<file path="src/rtl/sparse_pe_feeder_pkg.sv">
// -----------------------------------------------------------------------------
// sparse_pe_feeder_pkg
// Shared types and constants for the sparse PE input-stream feeder.
//   - feed_state_t : read-sequencer FSM states
//   - beat_kind_t  : beat-type encoding carried down the output pipeline
//   - beat_tag_t   : per-read tag {kind, channel, last-of-run}
//   - field-offset helpers for the {value, row, col} memory element
// -----------------------------------------------------------------------------
package sparse_pe_feeder_pkg;

    localparam int WEIGHT_BEATS = 4;   // weight beats at the head of every channel
    localparam int LANES        = 4;   // activation lanes per beat
    localparam int CH_W         = 6;   // channel index width
    localparam int K_W          = $clog2(WEIGHT_BEATS);
    localparam int W_ADDR_W     = CH_W + K_W;  // weight address = {ch, k}
    localparam int PIXELS_W     = 16;

    typedef enum logic [1:0] {
        IDLE    = 2'd0,
        FETCH_W = 2'd1,
        FETCH_A = 2'd2,
        DRAIN   = 2'd3
    } feed_state_t;

    typedef enum logic {
        BEAT_ACT    = 1'b0,
        BEAT_WEIGHT = 1'b1
    } beat_kind_t;

    typedef struct packed {
        beat_kind_t      kind;
        logic [CH_W-1:0] ch;
        logic            last;   // final read of the whole run
    } beat_tag_t;

    // Memory element layout, MSB first: {value, row, col}.
    localparam int FIELD_COL_LSB = 0;

    function automatic int elem_w(input int wl, input int cl);
        return wl + 2 * cl;
    endfunction

    function automatic int row_lsb(input int cl);
        return cl;
    endfunction

    function automatic int val_lsb(input int cl);
        return 2 * cl;
    endfunction

endpackage

</file>
<file path="src/rtl/sparse_feed_addr_gen.sv">
// -----------------------------------------------------------------------------
// sparse_feed_addr_gen
// Read sequencer: walks channels, issuing 4 weight reads then act_beats
// activation reads per channel, one read every cycle with no bubbles.
// Ports:
//   clk, irst_n            clock, async active-low reset
//   start                  one-cycle layer request (ignored unless IDLE)
//   num_channels/act_beats layer shape, latched on an accepted start
//   w_rd_en/w_rd_addr      weight memory read port (addr = ch*4+k)
//   a_rd_en/a_rd_addr      activation memory read port (addr = ch*act_beats+j)
//   tag                    {kind, ch, last} aligned with the read issued
//   pixels                 act_beats+4, held for the run
//   busy                   run in progress
//   empty_done             one-cycle pulse answering a zero-sized start
// -----------------------------------------------------------------------------
module sparse_feed_addr_gen
    import sparse_pe_feeder_pkg::*;
#(
    parameter int ACT_BEAT_W = 12,
    parameter int A_ADDR_W   = 18
) (
    input  logic                  clk,
    input  logic                  irst_n,
    input  logic                  start,
    input  logic [CH_W-1:0]       num_channels,
    input  logic [ACT_BEAT_W-1:0] act_beats,
    output logic                  w_rd_en,
    output logic [W_ADDR_W-1:0]   w_rd_addr,
    output logic                  a_rd_en,
    output logic [A_ADDR_W-1:0]   a_rd_addr,
    output beat_tag_t             tag,
    output logic [PIXELS_W-1:0]   pixels,
    output logic                  busy,
    output logic                  empty_done
);

    localparam logic [ACT_BEAT_W-1:0] J_ONE = ACT_BEAT_W'(1);

    feed_state_t           state;
    logic [CH_W-1:0]       ch_q;
    logic [K_W-1:0]        k_q;
    logic [ACT_BEAT_W-1:0] j_q;
    logic [A_ADDR_W-1:0]   base_q;   // running ch*act_beats, no multiplier
    logic [CH_W-1:0]       num_ch_q;
    logic [ACT_BEAT_W-1:0] beats_q;
    logic                  drain_q;

    logic last_ch;
    logic last_j;
    logic next_j_last;

    assign last_ch     = (ch_q == num_ch_q - CH_W'(1));
    assign last_j      = (j_q == beats_q - J_ONE);
    assign next_j_last = (j_q + J_ONE == beats_q - J_ONE);

    // NOTE: sequential state uses non-blocking assignments and an asynchronous
    // reset branch; every register is listed there so reset leaves no X.
    always_ff @(posedge clk or negedge irst_n) begin
        if (!irst_n) begin
            state      <= IDLE;
            ch_q       <= '0;
            k_q        <= '0;
            j_q        <= '0;
            base_q     <= '0;
            num_ch_q   <= '0;
            beats_q    <= '0;
            drain_q    <= 1'b0;
            w_rd_en    <= 1'b0;
            w_rd_addr  <= '0;
            a_rd_en    <= 1'b0;
            a_rd_addr  <= '0;
            tag        <= '0;
            pixels     <= '0;
            busy       <= 1'b0;
            empty_done <= 1'b0;
        end else begin
            empty_done <= 1'b0;
            case (state)
                IDLE: begin
                    if (start) begin
                        if (num_channels != '0 && act_beats != '0) begin
                            num_ch_q  <= num_channels;
                            beats_q   <= act_beats;
                            pixels    <= PIXELS_W'(act_beats) + PIXELS_W'(WEIGHT_BEATS);
                            busy      <= 1'b1;
                            ch_q      <= '0;
                            k_q       <= '0;
                            base_q    <= '0;
                            w_rd_en   <= 1'b1;
                            w_rd_addr <= '0;
                            tag       <= '{kind: BEAT_WEIGHT, ch: '0, last: 1'b0};
                            state     <= FETCH_W;
                        end else begin
                            // Nothing to stream: acknowledge immediately.
                            empty_done <= 1'b1;
                        end
                    end
                end

                FETCH_W: begin
                    if (k_q == K_W'(WEIGHT_BEATS - 1)) begin
                        w_rd_en   <= 1'b0;
                        a_rd_en   <= 1'b1;
                        a_rd_addr <= base_q;
                        j_q       <= '0;
                        tag       <= '{kind: BEAT_ACT, ch: ch_q,
                                       last: last_ch && (beats_q == J_ONE)};
                        state     <= FETCH_A;
                    end else begin
                        k_q       <= k_q + K_W'(1);
                        w_rd_addr <= {ch_q, k_q + K_W'(1)};
                    end
                end

                FETCH_A: begin
                    if (last_j) begin
                        a_rd_en <= 1'b0;
                        if (!last_ch) begin
                            // Next channel's weight read follows with no gap.
                            ch_q      <= ch_q + CH_W'(1);
                            base_q    <= base_q + A_ADDR_W'(beats_q);
                            k_q       <= '0;
                            w_rd_en   <= 1'b1;
                            w_rd_addr <= {ch_q + CH_W'(1), K_W'(0)};
                            tag       <= '{kind: BEAT_WEIGHT, ch: ch_q + CH_W'(1), last: 1'b0};
                            state     <= FETCH_W;
                        end else begin
                            tag     <= '0;
                            drain_q <= 1'b0;
                            state   <= DRAIN;
                        end
                    end else begin
                        j_q       <= j_q + J_ONE;
                        a_rd_addr <= a_rd_addr + A_ADDR_W'(1);
                        tag.last  <= last_ch && next_j_last;
                    end
                end

                DRAIN: begin
                    // Two cycles cover the read latency plus the output register,
                    // so busy drops together with the done pulse.
                    if (drain_q) begin
                        busy  <= 1'b0;
                        state <= IDLE;
                    end else begin
                        drain_q <= 1'b1;
                    end
                end

                default: state <= IDLE;
            endcase
        end
    end

endmodule

</file>
<file path="src/rtl/sparse_pe_feeder.sv">
// -----------------------------------------------------------------------------
// sparse_pe_feeder
// Transmitter side of the PE input stream. Reads compressed weights and
// activations from two 1-cycle-latency memories and emits, per channel,
// 4 weight beats followed by act_beats 4-lane activation beats, contiguously.
// Ports:
//   clk, irst_n                 clock, async active-low reset
//   start, num_channels,
//   act_beats                   layer request and shape (sampled on start)
//   w_rd_en/addr/data           weight memory port, data = {value,row,col}
//   a_rd_en/addr/data           activation memory port, 4 lanes of {value,row,col}
//   in_valid, pixels,
//   in_channel                  PE stream control
//   weight, weight_rows/cols    weight beat payload (0 on activation beats)
//   data_in, data_in_rows/cols  activation beat payload (0 on weight beats)
//   busy, done                  run status; done pulses after the last beat
// -----------------------------------------------------------------------------
module sparse_pe_feeder
    import sparse_pe_feeder_pkg::*;
#(
    parameter int col_length = 5,
    parameter int wordlength = 16,
    parameter int ACT_BEAT_W = 12,
    parameter int A_ADDR_W   = 18
) (
    input  logic                                      clk,
    input  logic                                      irst_n,
    input  logic                                      start,
    input  logic [CH_W-1:0]                           num_channels,
    input  logic [ACT_BEAT_W-1:0]                     act_beats,
    output logic                                      w_rd_en,
    output logic [W_ADDR_W-1:0]                       w_rd_addr,
    input  logic [wordlength+2*col_length-1:0]        w_rd_data,
    output logic                                      a_rd_en,
    output logic [A_ADDR_W-1:0]                       a_rd_addr,
    input  logic [LANES*(wordlength+2*col_length)-1:0] a_rd_data,
    output logic                                      in_valid,
    output logic [PIXELS_W-1:0]                       pixels,
    output logic [CH_W-1:0]                           in_channel,
    output logic [wordlength-1:0]                     weight,
    output logic [col_length-1:0]                     weight_rows,
    output logic [col_length-1:0]                     weight_cols,
    output logic [LANES*wordlength-1:0]               data_in,
    output logic [LANES*col_length-1:0]               data_in_rows,
    output logic [LANES*col_length-1:0]               data_in_cols,
    output logic                                      busy,
    output logic                                      done
);

    localparam int ELEM_W  = elem_w(wordlength, col_length);
    localparam int VAL_LSB = val_lsb(col_length);
    localparam int ROW_LSB = row_lsb(col_length);
    localparam int COL_LSB = FIELD_COL_LSB;

    beat_tag_t tag;
    logic      empty_done;

    sparse_feed_addr_gen #(
        .ACT_BEAT_W (ACT_BEAT_W),
        .A_ADDR_W   (A_ADDR_W)
    ) u_addr_gen (
        .clk          (clk),
        .irst_n       (irst_n),
        .start        (start),
        .num_channels (num_channels),
        .act_beats    (act_beats),
        .w_rd_en      (w_rd_en),
        .w_rd_addr    (w_rd_addr),
        .a_rd_en      (a_rd_en),
        .a_rd_addr    (a_rd_addr),
        .tag          (tag),
        .pixels       (pixels),
        .busy         (busy),
        .empty_done   (empty_done)
    );

    // Stage 1 holds the tag while the memory returns data; stage 2 is the
    // output register loaded from that data.
    logic      s1_valid;
    beat_tag_t s1_tag;
    logic      out_last;
    logic      run_done;

    always_ff @(posedge clk or negedge irst_n) begin
        if (!irst_n) begin
            s1_valid     <= 1'b0;
            s1_tag       <= '0;
            in_valid     <= 1'b0;
            in_channel   <= '0;
            out_last     <= 1'b0;
            run_done     <= 1'b0;
            weight       <= '0;
            weight_rows  <= '0;
            weight_cols  <= '0;
            data_in      <= '0;
            data_in_rows <= '0;
            data_in_cols <= '0;
        end else begin
            s1_valid <= w_rd_en | a_rd_en;
            s1_tag   <= tag;

            in_valid   <= s1_valid;
            in_channel <= s1_valid ? s1_tag.ch : '0;
            out_last   <= s1_valid & s1_tag.last;
            run_done   <= out_last;

            // Payload of the other beat type, and idle cycles, read as zero.
            weight       <= '0;
            weight_rows  <= '0;
            weight_cols  <= '0;
            data_in      <= '0;
            data_in_rows <= '0;
            data_in_cols <= '0;

            if (s1_valid && s1_tag.kind == BEAT_WEIGHT) begin
                weight      <= w_rd_data[VAL_LSB +: wordlength];
                weight_rows <= w_rd_data[ROW_LSB +: col_length];
                weight_cols <= w_rd_data[COL_LSB +: col_length];
            end

            if (s1_valid && s1_tag.kind == BEAT_ACT) begin
                for (int i = 0; i < LANES; i++) begin
                    data_in[i*wordlength +: wordlength]      <= a_rd_data[i*ELEM_W + VAL_LSB +: wordlength];
                    data_in_rows[i*col_length +: col_length] <= a_rd_data[i*ELEM_W + ROW_LSB +: col_length];
                    data_in_cols[i*col_length +: col_length] <= a_rd_data[i*ELEM_W + COL_LSB +: col_length];
                end
            end
        end
    end

    assign done = run_done | empty_done;

endmodule

</file>
<file path="config.mk">
export PLATFORM = sky130hd
export DESIGN_NAME = sparse_pe_feeder
export DESIGN_NICKNAME = d
export VERILOG_FILES = /design/src/rtl/sparse_pe_feeder_pkg.sv /design/src/rtl/sparse_feed_addr_gen.sv /design/src/rtl/sparse_pe_feeder.sv
export SDC_FILE = /design/constraint.sdc
export NUM_CORES = 1
export LEC_CHECK = 0
export BUFFER_PORTS_ARGS = -buffer_cell sky130_fd_sc_hd__clkbuf_2
export CORE_MARGIN = 3
export CORE_UTILIZATION = 30
export DETAILED_ROUTE_END_ITERATION = 10
export REMOVE_ABC_BUFFERS = 1
export SYNTH_ARGS = -nofsm -noshare
export SYNTH_HDL_FRONTEND = slang
export SYNTH_SLANG_ARGS = --single-unit
</file>
<file path="constraint.sdc">
create_clock -name clk -period 8.37 [get_ports clk]
set_clock_uncertainty 0.1 [all_clocks]
set_input_delay 1.2555 -clock clk [delete_from_list [all_inputs] [get_ports clk]]
set_output_delay 1.2555 -clock clk [all_outputs]
set_load 0.01 [all_outputs]
</file>
# Word level (Yosys, flattened, before mapping)
# Index checks and enable logic that the tools add are counted.
# op_classes
eq_ne	17
bitwise_logic	4
muxes	66
n_addsub	8
n_reduce_logical	24
# ops
op	count
$mux 18	6
$mux 8	9
$pmux 18 s2	2
$mux 64	1
$pmux 8 s3	2
$mux 20	2
$mux 6	5
$eq 12x12->1	2
$mux 12	2
$pmux 12 s2	1
$mux 2	11
$add 18x1->18 const B	1
$add 18x12->18	1
$mux 16	1
$reduce_and 5->1	3
$mux 1	14
$add 12x3->13 const B	1
$add 12x1->12 const B	1
$eq 12x1->1 const B	1
$pmux 6 s2	1
$reduce_and 3->1	4
$reduce_and 6->1	2
$reduce_bool 12->1	1
$sub 12x1->12 const B	1
other kinds (23)	44
# word_totals
in_bits	151
elab_cells	151
output_inout_bits	183
register_bits	261

# Longest topological paths before layout
# Gate-level depths: netlist of the first run.
# logic_depth
word_depth	5
depth_mapped	12
depth_no_buf	10

# Hierarchy
# A second synthesis of the first run with hierarchy kept.
# unflattened
cells_unflattened	1136
area_unflattened_um2	12069.1
# by_module_without_submodules
mod	cells_each	instances	seq_area_each_um2	area_each_um2
sparse_feed_addr_gen	820	1	2702.6	7026.7
sparse_pe_feeder	316	1	3703.6	5042.3

# Least setup slack after synthesis of the first run
# No wires, ideal clock.
# synth_path
kind	reg-to-reg
startpoint	register u_addr_gen.beats_q[3]
endpoint	register u_addr_gen.k_q[0]
setup_ns	0.125
path_slack_ns	4.974
synth_period_minus_slack_ns	3.396
required_ns	8.145
path_buffers	4
arrival_time_ns	3.170
stages_incl_launch_ff	13
path_cell_list	dfrtp_1 buf_6 or3_4 buf_6 or3_1 mux2i_1 o22a_1 or4_4 buf_6 o21ai_2 and3_1 buf_6 mux2_4
# synth_between
elab_chain_len	4
# synth_lines
item	line	rtl
start, declared	sparse_feed_addr_gen.sv:45	logic [ACT_BEAT_W-1:0] beats_q;
start signal, assigned	sparse_feed_addr_gen.sv:83	beats_q <= act_beats;
$sub 12x1->12	sparse_feed_addr_gen.sv:53	assign last_j = (j_q == beats_q - J_ONE);
$eq 12x12->1	sparse_feed_addr_gen.sv:53	
$ne 2x1->1 (no line)	n/a	
$reduce_and 6->1 (no line)	n/a	
end signal, assigned	sparse_feed_addr_gen.sv:110	k_q <= k_q + K_W'(1);
end, declared	sparse_feed_addr_gen.sv:41	logic [K_W-1:0] k_q;
# Every way passes these cells.
# A chain may end at the register's enable or synchronous reset.

# Worst setup path after layout of the first run
# layout_path
startpoint	register u_addr_gen.beats_q[2]
endpoint	register u_addr_gen.w_rd_addr[7]
# layout_between
elab_chain_len	4
# layout_lines
item	line	rtl
$sub 12x1->12	sparse_feed_addr_gen.sv:53	
$eq 12x12->1	sparse_feed_addr_gen.sv:53	
$ne 2x1->1 (no line)	n/a	
$reduce_and 6->1 (no line)	n/a	
end signal, assigned	sparse_feed_addr_gen.sv:111	w_rd_addr <= {ch_q, k_q + K_W'(1)};
end signal, assigned	sparse_feed_addr_gen.sv:124	w_rd_addr <= {ch_q + CH_W'(1), K_W'(0)};
end, declared	sparse_feed_addr_gen.sv:28	output logic [W_ADDR_W-1:0] w_rd_addr,
# Every way passes these cells.

==> flow_summary.ini, run 1 <==
[logic_synthesis]
synth_seq_area_share_pct = 55.2
synth_top_area_cell = dfrtp_1
yosysTopAreaCellShare_pct = 55.2
ys.flop_type = dfrtp_1
synth_top_family_by_area = simple AND/OR/NAND/NOR gates
synth.distinct_cells = 71
yosys.area_share.simple_pct = 19.1
syn_avg_cell_area_sq_um = 10.8
synth_compound_area_share_pct = 11.1
synth_mux_area_share_pct = 4.07
yosys_warnings = 0
syn_area_sq_mm = 0.0116
synth_area_leaders = dfrtp_1, and2_1, nand2_1, xnor2_1, ha_1
syn_inst = 1078
synth_seq_cells = 256
async_reset_ff_share_pct = 100
synth_adder_area_share_pct = 2.87
synth_edf_count = 0
synth_xor_area_share_pct = 4.37

[timing]
rsz0062_at_grt = no
worst_slew_pin_slew_ns = 1.12
finalSetupTns_ns = 0
maxSlewViolCount = 0
setup_viol = 0
slew_headroom_pct = 24.6
finalCritPeriodShare_pct = 47.4
fmax_mhz = 252
finalHoldViolCount = 0
finalCriticalPeriod_ns = 3.97
setup_slack_ns = 4.40

[global_routing]
grt_pass1_vias = 9058
grt_pass1_wl_um = 52700
antenna_found_initial = 4
grt-ovfl-total = 0
track_usage_pct = 15.9
grt_max_degree = 105

[worst_setup_path]
crit_fanout = 23
r2r_end = u_addr_gen.w_rd_addr[7]$_DFFE_PN0P_
end_kind = flop
timing.rr.start = u_addr_gen.beats_q[2]$_DFFE_PN0P_
crit_required_ns = 8.72
regToRegSetupSlack_ns = 4.40
path_class = flop to flop
arrival_ns = 4.32
start_kind = flop
reg2reg_depth = 8
critPathCapture = u_addr_gen.w_rd_addr[7]$_DFFE_PN0P_
startpoint = u_addr_gen.beats_q[2]$_DFFE_PN0P_

[die]
rows = 71
die_area_sq_mm = 0.0411
ioPinCount = 334
die_w_um = 203
start_util_pct = 30.6
die_h_um = 203
core_sq_mm = 0.0379

[clocking]
cts_tree = built
ctsResizeCount = 0
cts_made_buffers = 29
cts_setup_buffers = 0
cts_hold_buffers = 0
clk_transition_reported_paths_ns = 0.06
clock_latency_ns = 0.57
cts.sinks = 256
cts_max_path_buffers = 3
htreeDepth = 1
clockRootBuffer = clkbuf_16

[power]
p_leak_nw = 7.27
power_frac_seq_pct = 35.6
power_frac_comb_pct = 39.0
finalPower_mw = 5.26
vdd_drop_max_mv = 0.160
intPower_mw = 3.23
power_density_mw_per_mm2 = 356
clock_power_share_pct = 25.4
swShare_pct = 38.5
p_switching_mw = 2.02

[placement]
gp_congestion = 0.887
dpl.hpwl_um = 24900
dp_slack_ns = 4.41
portBuffers = 330
placed_cell_area_sq_mm = 0.0137

[finish]
finalNetCount = 1570
final_cell_area_sq_mm = 0.0148
mostFrequentLayoutCells = clkbuf_2, dfrtp_1, and2_1, nand2_1, nor2_1
layout_commonest_cell = clkbuf_2
drive_gt1_share_pct = 30.6
fin_util_pct = 38.9
syn_to_final_growth_pct = 27.1

[hold_path]
hold_path_class = flop to flop

[drt]
drtIter0Drc = 551
wire_per_inst_um = 17.3
totalWireLength_um = 33400
num_vias = 9136
drt.antenna.violating_nets = 0
firstDrtPassIters = 5
vias_per_cell = 4.73
drc_errors = 0

[outcome]
status = complete, no violations

[flow_run]
maxCapViolations = 0
-- power groups by stage --
stage / combinational (mW) / clock (mW) / sequential [mW]
after floorplan: 1.20 / 0 / 1.95
final: 2.05 / 1.34 / 1.87
after global placement: 2.04 / 0 / 1.89
after CTS: 2.08 / 1.38 / 1.88
after global routing: 2.29 / 1.44 / 1.92
after detailed placement: 2.07 / 0 / 1.90
-- through the flow --
stage | hold WS [ns] | instances
final | 0.248 | 1931
after floorplan | 0.231 | 1022
after CTS | 0.258 | 1927
after global placement | 0.233 | 1873
after global routing | 0.267 | 1931
after detailed placement | 0.245 | 1873
-- how the worst min path moves through the flow --
stage	from	end	slack (ns)	cells past startpoint
finish	u_addr_gen.tag[6]$_DFFE_PN0P_	s1_tag[6]$_DFF_PN0_	0.25	0
floorplan	out_last$_DFF_PN0_	run_done$_DFF_PN0_	0.23	0
global placement	out_last$_DFF_PN0_	run_done$_DFF_PN0_	0.23	0
detailed placement	out_last$_DFF_PN0_	run_done$_DFF_PN0_	0.24	0
CTS	out_last$_DFF_PN0_	run_done$_DFF_PN0_	0.26	0
global route	out_last$_DFF_PN0_	run_done$_DFF_PN0_	0.27	0
-- cell usage after synthesis (17+ instances only) --
cell type and count:
mux2_2 18, inv_1 28, o31ai_1 20, nor2_1 48
ha_1 25, and2_1 117, nand2_1 108, xnor2_1 41
and3_1 37, clkbuf_1 44, xor2_1 17, nand3_1 29
o21ai_0 47, dfrtp_1 256, a21oi_1 37
-- flip-flops by register name, summed over array words and instances, names as in the netlist, 2 cells and up --
register and cells:
data_in 64, data_in_cols 20, u_addr_gen.state 2, u_addr_gen.pixels 11, u_addr_gen.j_q 12, u_addr_gen.tag 8, u_addr_gen.a_rd_addr 18, u_addr_gen.k_q 2
u_addr_gen.w_rd_addr 8, data_in_rows 20, weight 16, s1_tag 8, weight_rows 5, u_addr_gen.base_q 18, u_addr_gen.ch_q 6, u_addr_gen.num_ch_q 6
u_addr_gen.beats_q 12, weight_cols 5, in_channel 6
-- final cells by class --
cell class                 count  area (sq um)
fill                        3754         23200
sequential                   256          6410
multi-input combinational    737          4840
timing repair buffer         340          1740
clock buffer                  40           837
tap                          511           639
clock inverter                14           184
inverter                      29           109
antenna                        4          10.0
-- worst max-delay path, cell delays in order, from the launching register on --
cell and delay, ns:
dfrtp_1 0.50, or3_1 0.55, or3_1 0.41, mux2i_1 0.15, o22a_1 0.27, or4_4 0.73
o21ai_2 0.19, and3_1 0.59, mux2_4 0.35
-- cells by family (layout without fill, tap and decap cells) --
kind of cell | Yosys count | in the layout
compound gates | 198 | 198
xor+xnor | 58 | 58
fa+ha+maj | 26 | 26
buf+inv | 87 | 423
flops | 256 | 256
mux | 41 | 41
other cells | 1 | 7
simple gates | 411 | 411
-- per-layer routing --
layer  part of all wire (%)  global-route usage [%]  vias up
li1                       -                       -     4364
met1                     42                    20.3     4389
met2                     49                    27.3      327
met3                    7.1                    3.14       56
met4                    2.4                    5.12        0
met5                      0                       0        -
(Power assumes the default switching activity.)
==> run 2, diff against run 1 <==
clock period = 3.4 ns   (was 8.37 ns; I/O delays follow)
==> run 2 against run 1 <==
  * Via count grew 2.4%
  * Die area unchanged
  * Core utilization grew 1.2 points
  * Clock-buffer cell count decreased by 1
  * Routed wire length rose by 2.7%
  * Sequential share of layout area is 1.3 points lower
  * Flip-flop and latch count stayed put
  * Clock power increased to 2.5 times the previous value
  * Fmax up 22%
  * Final cell count is 2.3% higher
  * Non-clock buffer count increased by 45
  * Worst setup slack lost 4.2 ns
  * Critical endpoint is now u_addr_gen.w_rd_addr[2]$_DFFE_PN0P_
  * Largest power group unchanged
  * Largest cell class unchanged
==> flow_summary.ini, run 2 (synthesis gave the netlist of run 1 again) <==
[finish]
mostFrequentLayoutCells = clkbuf_2, dfrtp_1, and2_1, nand2_1, buf_4
final_cell_area_sq_mm = 0.0152
drive_gt1_share_pct = 33.4
largest_reg_flops = 64
finalNetCount = 1615
regMostFlops = data_in
largestRegisters = data_in: 64 flops, data_in_cols: 20 flops, data_in_rows: 20 flops
layout_commonest_cell = clkbuf_2
syn_to_final_growth_pct = 31.0

[hold_path]
hold_path_class = input port to flop

[timing]
fmax_mhz = 308
maxSlewViolCount = 0
finalCritPeriodShare_pct = 95.5
finalCriticalPeriod_ns = 3.25
worst_slew_pin_slew_ns = 0.814
finalHoldViolCount = 0
setup_slack_ns = 0.153
slew_headroom_pct = 45.7
setup_viol = 0
hold_ws_ns = 0.0463

[global_routing]
grt-ovfl-total = 0
track_usage_pct = 16.2
grt_pass1_wl_um = 53900
grt_max_degree = 105
antenna_found_initial = 4
grt_pass1_vias = 9407

[drt]
wire_per_inst_um = 17.4
drt.antenna.violating_nets = 0
firstDrtPassIters = 5
num_vias = 9357
drc_errors = 0
drtIter0Drc = 523
totalWireLength_um = 34400
vias_per_cell = 4.74

[clocking]
cts.sinks = 256
cts_tree = built
clockRootBuffer = clkbuf_16
cts_max_path_buffers = 3
clock_latency_ns = 0.57
clk_transition_reported_paths_ns = 0.06
htreeDepth = 1
cts_made_buffers = 29

[power]
p_leak_nw = 7.52
vdd_drop_max_mv = 0.471
power_density_mw_per_mm2 = 889

[worst_setup_path]
crit_required_ns = 3.75
slowest_delay_ns = 0.62
start_kind = flop
path_cells = or3_4 -> or3_1 -> mux2i_1 -> o22a_1 -> or4_4 -> o21ai_2 -> and3_4 -> buf_12 -> mux2_4
path_delay_family = simple AND/OR/NAND/NOR gates
worstPathBufferInverterCount = 1
crit_fanout = 10
arrival_ns = 3.60
slowest_stage = or4_4
path_class = flop to flop
end_kind = flop

[die]
die_area_sq_mm = 0.0411
rows = 71
core_sq_mm = 0.0379
start_util_pct = 30.6
die_w_um = 203
ioPinCount = 334
die_h_um = 203

[placement]
dp_slack_ns = 0.0453
placed_cell_area_sq_mm = 0.0141
gp_congestion = 0.886
portBuffers = 330
dpl.hpwl_um = 25800

[outcome]
status = complete, no violations

[flow_run]
maxCapViolations = 0
## run 2: cell count changes in the layout (fill, tap and decap cells not counted), sizes merged
cell         change
clkinv           -2
dlygate4sd3      +1
clkbuf           -1
buf             +44
bufinv           +1
clkinvlp         +1
## run 2: layout make-up
class,instances,area [sq um]
Sequential cell,256,6410
Tap cell,511,639
Clock buffer,39,833
Clock inverter,14,221
Fill cell,3729,22700
Antenna cell,4,10.0
Timing Repair Buffer,385,2110
Multi-Input combinational cell,737,4890
Inverter,29,109
## run 2: final timing paths
| path | start | end | slack [ns] | cells past startpoint |
|---|---|---|---|---|
| min | a_rd_data[25] | data_in[15]$_DFF_PN0_ | 0.05 | 2 |
| min in group asynchronous | irst_n | data_in[60]$_DFF_PN0_ | 0.39 | 2 |
| max in group asynchronous | irst_n | u_addr_gen.tag[6]$_DFFE_PN0P_ | 2.01 | 3 |
| max reg2reg | u_addr_gen.beats_q[3]$_DFFE_PN0P_ | u_addr_gen.w_rd_addr[2]$_DFFE_PN0P_ | 0.15 | 9 |
| max | u_addr_gen.beats_q[3]$_DFFE_PN0P_ | u_addr_gen.w_rd_addr[2]$_DFFE_PN0P_ | 0.15 | 9 |
| min reg2reg | out_last$_DFF_PN0_ | run_done$_DFF_PN0_ | 0.25 | 0 |
## run 2: where the power goes
part | internal [mW] | leakage (nW) | switching, mW | total [mW]
sequential | 3.91 | 3.32 | 0.621 | 4.53
clock | 2.10 | 0.518 | 1.31 | 3.41
combinational | 2.35 | 3.69 | 3.24 | 5.59
## run 2: through the flow
stage                     utilization (%)   TNS, ns  total power [mW]  std cells
after detailed placement             37.1         0              10.2       1916
after global placement               37.1         0              10.1       1916
final                                40.1         0              13.5       1975
after floorplan                         -     -2.05              7.76       1022
after CTS                            39.9         0              13.7       1970
after global routing                 40.1  -0.00939              14.5       1975
## run 2: timing repair
item,4_1_cts,5_1_grt
buffers inserted,0,1
hold buffers,1,0
gates resized for setup,0,11
hold endpoints to repair,62,0
setup endpoints to repair,0,31
## run 2: metal layers
layer	wire [um]	global-route usage [%]
met4	723	4.40
met5	0	0
met2	17400	29.1
met3	2090	2.95
met1	14200	20.1
## run 2: worst register-to-register path: cells and delay by family, from the launching register on
kind / cells / cell delay [ns]
and+or+nand+nor: 4 / 1.68
buffers and inverters: 1 / 0.14
DFF: 1 / 0.38
AOI/OAI and AO/OA: 2 / 0.41
muxes: 2 / 0.44
